===== src/rtl/bec_affine_div.sv =====
// Affine conversion w = in_w / in_z over GF(2^M) by binary-Euclid division.
// One reduction step per clock; the result is held in DONE until consumed.
module bec_affine_div #(
  parameter int          M    = 163,
  parameter logic [M-1:0] POLY = 163'hC9
) (
  input  logic         clk,
  input  logic         rst,
  input  logic         in_valid,
  output logic         in_ready,
  input  logic [M-1:0] in_w,
  input  logic [M-1:0] in_z,
  output logic         out_valid,
  input  logic         out_ready,
  output logic [M-1:0] out_w,
  output logic         out_err,
  output logic         busy
);

  typedef enum logic [1:0] {IDLE, CALC, DONE} state_t;

  localparam logic [M:0] F   = {1'b1, POLY};
  localparam logic [M:0] ONE = (M+1)'(1);

  // Index of the highest set bit; 0 for an all-zero word.
  function automatic int deg(input logic [M:0] x);
    int d;
    d = 0;
    for (int i = 0; i <= M; i++)
      if (x[i]) d = i;
    return d;
  endfunction

  state_t       state, nxt;
  logic [M:0]   a, b;
  logic [M-1:0] u, v;
  logic [M-1:0] ux, u_div_x;
  logic         a_one, deg_lt;

  always_comb begin
    ux      = u ^ POLY;
    // u/x mod f: when u is odd, add f first so the shift is exact
    u_div_x = u[0] ? {1'b1, ux[M-1:1]} : {1'b0, u[M-1:1]};
    a_one   = (a == ONE);
    deg_lt  = deg(a) < deg(b);
  end

  always_ff @(posedge clk) begin
    if (rst) state <= IDLE;
    else     state <= nxt;
  end

  always_comb begin
    nxt = state;
    case (state)
      IDLE: if (in_valid) nxt = (in_z == '0) ? DONE : CALC;
      CALC: if (a_one) nxt = DONE;
      DONE: if (out_ready) nxt = IDLE;
      default: nxt = IDLE;
    endcase
  end

  always_comb begin
    in_ready  = (state == IDLE);
    busy      = (state == CALC);
    out_valid = (state == DONE);
  end

  always_ff @(posedge clk) begin
    if (rst) begin
      a       <= '0;
      b       <= '0;
      u       <= '0;
      v       <= '0;
      out_w   <= '0;
      out_err <= 1'b0;
    end else begin
      case (state)
        IDLE: if (in_valid) begin
          if (in_z == '0) begin
            out_w   <= '0;
            out_err <= 1'b1;
          end else begin
            a       <= {1'b0, in_z};
            b       <= F;
            u       <= in_w;
            v       <= '0;
            out_err <= 1'b0;
          end
        end
        CALC: begin
          if (a_one) begin
            out_w <= u;
          end else if (!a[0]) begin
            a <= a >> 1;
            u <= u_div_x;
          end else if (deg_lt) begin
            a <= a ^ b;
            b <= a;
            u <= u ^ v;
            v <= u;
          end else begin
            a <= a ^ b;
            u <= u ^ v;
          end
        end
        default: ;
      endcase
    end
  end

endmodule


===== config.mk =====
export PLATFORM = sky130hd
export DESIGN_NAME = bec_affine_div
export DESIGN_NICKNAME = d
export VERILOG_FILES = /design/src/rtl/bec_affine_div.sv
export SDC_FILE = /design/constraint.sdc
export NUM_CORES = 2
export LEC_CHECK = 0
export CAP_MARGIN = 10
export CELL_PAD_IN_SITES_DETAIL_PLACEMENT = 1
export CELL_PAD_IN_SITES_GLOBAL_PLACEMENT = 1
export CORE_UTILIZATION = 38
export CTS_CLUSTER_DIAMETER = 60
export DETAILED_ROUTE_END_ITERATION = 6
export GPL_TIMING_DRIVEN = 0
export HOLD_SLACK_MARGIN = 0.08
export PLACE_DENSITY_LB_ADDON = 0.1
export SLEW_MARGIN = 20
export SYNTH_ARGS = -nofsm -noshare
export SYNTH_HDL_FRONTEND = slang
export SYNTH_SLANG_ARGS = --single-unit

===== constraint.sdc =====
create_clock -name clk -period 4.8 [get_ports clk]
set_input_delay 1.44 -clock clk [delete_from_list [all_inputs] [get_ports clk]]
set_output_delay 1.44 -clock clk [all_outputs]
set_load 0.1 [all_outputs]

After elaboration in Yosys (flattened, before gate mapping)
Index checks and enable logic that the tools add are counted.
{ "totals": {"reg_bits": 820, "latch_bits": 0, "ramBits": 0, "rom_bits": 0, "input_bits": 330, "output_inout_bits": 167, "word_cells": 389, "n_memories": 0} }
{ "classes": {"add_sub_neg": 0, "n_mul": 0, "n_div": 0, "n_lt_le_gt_ge": 1, "eq_ne": 11, "shifts": 0, "n_mux": 359, "bitwise_logic": 3, "reduce_logical": 8} }
{ "ops": {"columns": ["op", "n"], "rows": [
  ["32-bit 2-to-1 mux", 323],
  ["163-bit 2-to-1 mux", 13],
  ["164-bit 2-to-1 mux", 9],
  ["163-bit one-hot mux with 2 select lines", 3],
  ["164-bit one-hot mux with 2 select lines", 2],
  ["164-bit by 1-bit equality test with 1-bit output (second input constant)", 1],
  ["164-bit XOR", 1],
  ["163-bit logical NOT", 1],
  ["163-bit XOR", 1],
  ["32-bit less-than comparator", 1],
  ["2-bit 2-to-1 mux", 5],
  ["2-bit by 1-bit inequality test with 1-bit output (second input constant)", 4],
  ["2-bit inequality test (second input constant)", 4],
  ["4-bit AND reduction", 2],
  ["2-bit one-hot mux with 3 select lines", 1],
  ["6-bit AND reduction", 1],
  ["4-bit inverter", 1],
  ["1-bit 2-to-1 mux", 3],
  ["3-bit AND reduction", 1],
  ["2-bit by 1-bit equality test with 1-bit output (second input constant)", 1],
  ["2-bit equality test (second input constant)", 1],
  ["2-bit logical NOT", 1],
  ["2-bit AND reduction", 1],
  ["2-bit nonzero test", 1]
]} }

Longest topological paths before layout
{ "depth": {"word_depth": 168, "ltp_mapped": 21, "ltp_nobuf": 17} }

Least setup slack after synthesis
No wires, ideal clock.
{ "synth_timing": {"kind": "register to register", "start": "register a[5]", "end": "register b[58]", "setup_time_ns": 0.060, "arrival_ns": 4.225, "t_required_ns": 4.740, "setup_slack_ns": 0.515, "stages_incl_launch_ff": 22, "path_buffers": 4, "period_less_slack_ns": 4.285, "path_cell_list": "dfxtp_1 clkbuf_1 or4_1 a21boi_0 o41ai_1 a21oi_1 o21ai_0 a41o_1 a21oi_1 o22ai_1 ha_1 a21o_1 a21oi_1 nor2b_1 o21ai_0 a32o_1 buf_2 nand3_1 nor4_2 clkbuf_1 clkbuf_1 a221o_1"} }
{ "synth_between": {"elab_chain_len": 162, "word_cells_on_any_way": 164, "cone_classes": "order compare: 1; eq/ne: 3; mux: 159; reduce/logical: 1"} }
{ "synth_lines": {"columns": ["element", "line", "source"], "rows": [
  ["from (decl)", "35", "logic [M:0] a, b;"],
  ["from (signal assigned)", "84", "a <= {1'b0, in_z};"],
  ["from (signal assigned)", "95", "a <= a >> 1;"],
  ["from (signal assigned)", "98", "a <= a ^ b;"],
  ["32-bit 2-to-1 mux (159 in series)", "30", "if (x[i]) d = i;"],
  ["32-bit less-than comparator", "45", "deg_lt = deg(a) < deg(b);"],
  ["2-bit by 1-bit inequality test with 1-bit output (no line)", null, null],
  ["6-bit AND reduction (no line) *", null, null],
  ["to (signal assigned)", "72", "b <= '0;"],
  ["to (signal assigned)", "85", "b <= F;"],
  ["to (signal assigned)", "99", "b <= a;"],
  ["to (decl)", "35", null]
]} }
Every way passes the cells marked *; elsewhere a longest branch is shown, timed or not.
A chain may end at the register's enable or synchronous reset.

Final worst setup path
{ "layout_timing": {"start": "input in_z[81]", "end": "register a[26]"} }
{ "layout_between": {"elab_chain_len": 3} }
{ "layout_lines": {"columns": ["element", "line", "source"], "rows": [
  ["from (decl)", "12", "input logic [M-1:0] in_z,"],
  ["163-bit logical NOT", "80", "if (in_z == '0) begin"],
  ["2-bit inequality test (no line)", null, null],
  ["4-bit AND reduction (no line)", null, null]
]} }
No other way between the ends.

==> results.sh <==
export IMPL_area_growth_pct=28.1
export IMPL_die_area_um2=123000
export IMPL_power_density_nw_per_um2=427
export IMPL_ctsRootBufferMaster="clkbuf_16"
export IMPL_setup_violations=219
export IMPL_synthDominantCellAreaShare_pct=35.6
export IMPL_post_route_period_util_pct=101
export IMPL_fin_ws_ps=-70.9
export IMPL_seq_area_frac_synth_pct=35.6
export IMPL_worst_pin_slew_ps=1170
export IMPL_max_freq_mhz=205
export IMPL_cts_sink_count=820
export IMPL_end_kind="flop"
export IMPL_rsz0062_at_grt="yes"
export IMPL_synth_commonest_cells="a21oi_1, dfxtp_1, nor2_1, a211oi_1, clkbuf_1"
export IMPL_synth_edf_count=0
export IMPL_ir_worst_vdd_uv=374
export IMPL_htree_levels=3
export IMPL_crit_slowest_cell="nor4_4"
export IMPL_gp_congestion=0.972
export IMPL_top_level_ports=497
export IMPL_start_util_pct=38.4
export IMPL_avgViaCountPerCell=6.01
export IMPL_overflow=0
export IMPL_hold_viol=0
export IMPL_syn_avg_cell_area_um2=7.42
export IMPL_drc=0
export IMPL_violations="negative setup slack"
export IMPL_fin_nets=7166
export IMPL_dp_hpwl_um=155000
export IMPL_drive_gt1_share_pct=8.21
export IMPL_outcome="finished, violations left"
export IMPL_dr_pass1_iters=6
export IMPL_ys_seq_elements=820
export IMPL_slew_limit_headroom_pct=21.8
export IMPL_ys_warn_count=0
export IMPL_cp_data_required_time_ps=5400
export IMPL_vias=51300
export IMPL_final_antenna_net_count=0
export IMPL_wl_um=211000
export IMPL_holdWs_ps=451
export IMPL_synth_area_leaders="dfxtp_1, a211oi_1, a21oi_1"
export IMPL_tns_ps=-5180
export IMPL_critPathLaunchType="input pin"
export IMPL_maxCapViolCount=0
export IMPL_critical_path_cell_chain="clkdlybuf4s50_1 > nor4_4 > nand4_1 > nor4_4 > nand3_2 > o32a_1 > clkbuf_1 > clkbuf_2 > clkbuf_1 > a211oi_1"
export IMPL_ys_async_sr_fraction_pct=0
export IMPL_clock_path_buffers=3
export IMPL_num_rows=127
export IMPL_syn_num_nets=6558
export IMPL_critPathArrivalTime_ps=5470
export IMPL_power_mw=25.2
export IMPL_final_max_slew_viol_count=0
export IMPL_ys_flop_type="dfxtp_1"
export IMPL_period_minus_slack_ps=4870
export IMPL_yosysTopAreaCell="dfxtp_1"
export IMPL_grt_max_degree=16
export IMPL_die_width_um=351
export IMPL_die_y_um=351
export IMPL_whs_path_depth=2
export IMPL_grtUsageTotal_pct=32.6
export IMPL_yosysUniqueCellTypes=65
export IMPL_syn_area_um2=46200
export IMPL_finalClockSkew_ps=28.6
export IMPL_drt_iter0_drc=3948
export IMPL_synth_cells=6221
export IMPL_p_leak_nw=19.2
export IMPL_io_buffer_count=495
export IMPL_clk_pin_slew_ps=60
export IMPL_antenna_found_initial=20
export IMPL_path_class="input pin to flop"
export IMPL_cp_slowest_stage_delay_ps=650
export IMPL_path_max_fanout=10
export IMPL_wl_per_cell_um=24.8
export IMPL_numCtsBuffers=112
export IMPL_yosys_cell_count_top_type="a21oi_1"
export IMPL_nFillCells=14700
export IMPL_holdBufCountCts=0
export IMPL_core_area_um2=120000
export IMPL_grt_pass1_wl_um=313000
export IMPL_cts_tree="done"
export IMPL_hold_class="flop to flop"
export IMPL_grt_pass1_vias=50600
export IMPL_reg2regPathDepth=21
export IMPL_clk_latency_ps=720
-- power breakdown --
group          total, mW  internal, mW  switching (mW)  leakage, nW
Sequential          8.24          7.40           0.844         6.71
Combinational       8.11          2.86            5.25         10.6
Clock               8.89          5.39            3.50         1.90
-- sequential cells by signal, indices dropped and copies added, names as in the netlist --
register,count
u,163
out_err,1
b,164
v,163
out_w,163
state,2
a,164
-- worst max-delay path: cells and delay by family --
kind | cells | cell delay [ps]
and+or+nand+nor | 4 | 1720
buffers and inverters | 4 | 1560
AOI/OAI and AO/OA | 2 | 700
-- layout by cell type, fill, tap and decap left out, types with 35 or more instances in the layout --
cell type and count:
nand4_1 35, nand2_1 552, a21oi_1 877, clkbuf_16 131, dfxtp_1 799, buf_1 47
o21ai_0 43, xnor2_1 325, nor2_1 791, a221o_1 324, buf_2 77, nor3_1 64
a211oi_1 658, nor4_1 90, nand3_1 505, clkbuf_1 469, clkbuf_2 70, inv_1 67
clkdlybuf4s50_1 491
-- path summary, 6_finish.rpt --
kind               from          to  slack, ps
max reg2reg      a[119]       v[19]        -60
min reg2reg  out_w[142]  out_w[142]        450
min          out_w[142]  out_w[142]        450
max            in_z[81]       a[26]        -70
-- metrics by stage --
stage / utilization, % / setup slack (ps) / std cells / instance area, µm²
2_1_floorplan: - / 515 / 6221 / 46200
3_3_place_gp: 44.2 / -3830 / 8328 / 53100
3_5_place_dp: 44.3 / -2790 / 8330 / 53200
4_1_cts: 48.3 / 3.58 / 8515 / 58000
5_1_grt: 49.2 / -107 / 8535 / 59100
6_report: 49.2 / -70.9 / 8537 / 59100
-- logic make-up (layout without fill, tap and decap cells) --
logic type,count (synthesis),after routing,synth area share [%]
compound gates,2062,2062,30.4
xor+xnor,328,328,6.22
fa+ha+maj,7,7,0.190
buf+inv,824,1521,6.85
flops,820,820,35.6
other cells,0,7,0
simple gates,2180,2180,20.8
-- per-layer routing --
layer,up-vias,wire length [µm],part of all wire (%),track usage [%]
met2,1483,97900,46,53.0
met4,26,10700,5.1,15.8
met3,431,12500,5.9,5.68
met5,-,174,0.082,0
met1,25500,90100,43,41.7
li1,23900,-,-,-
-- cell type report --
class                   count  area, µm²  share of cell area [%]
diodes                      7       17.5                  0.0296
plain buffers             703       3350                    5.67
clock buffers             147       3120                    5.28
clock inverters            56        774                    1.31
inverters                  68        255                   0.432
multi-input cells        4577      27400                    46.3
flip-flops and latches    820      16500                    27.8
well taps                1612       2020                    3.41
repair buffers            547       5760                    9.74
-- timing repair --
action,CTS,global route
pin swaps,17,49
buffers inserted,8,22
gates cloned,0,20
setup endpoints to repair,819,775
resized for setup,287,194
Power figures use the tool's default switching activity.
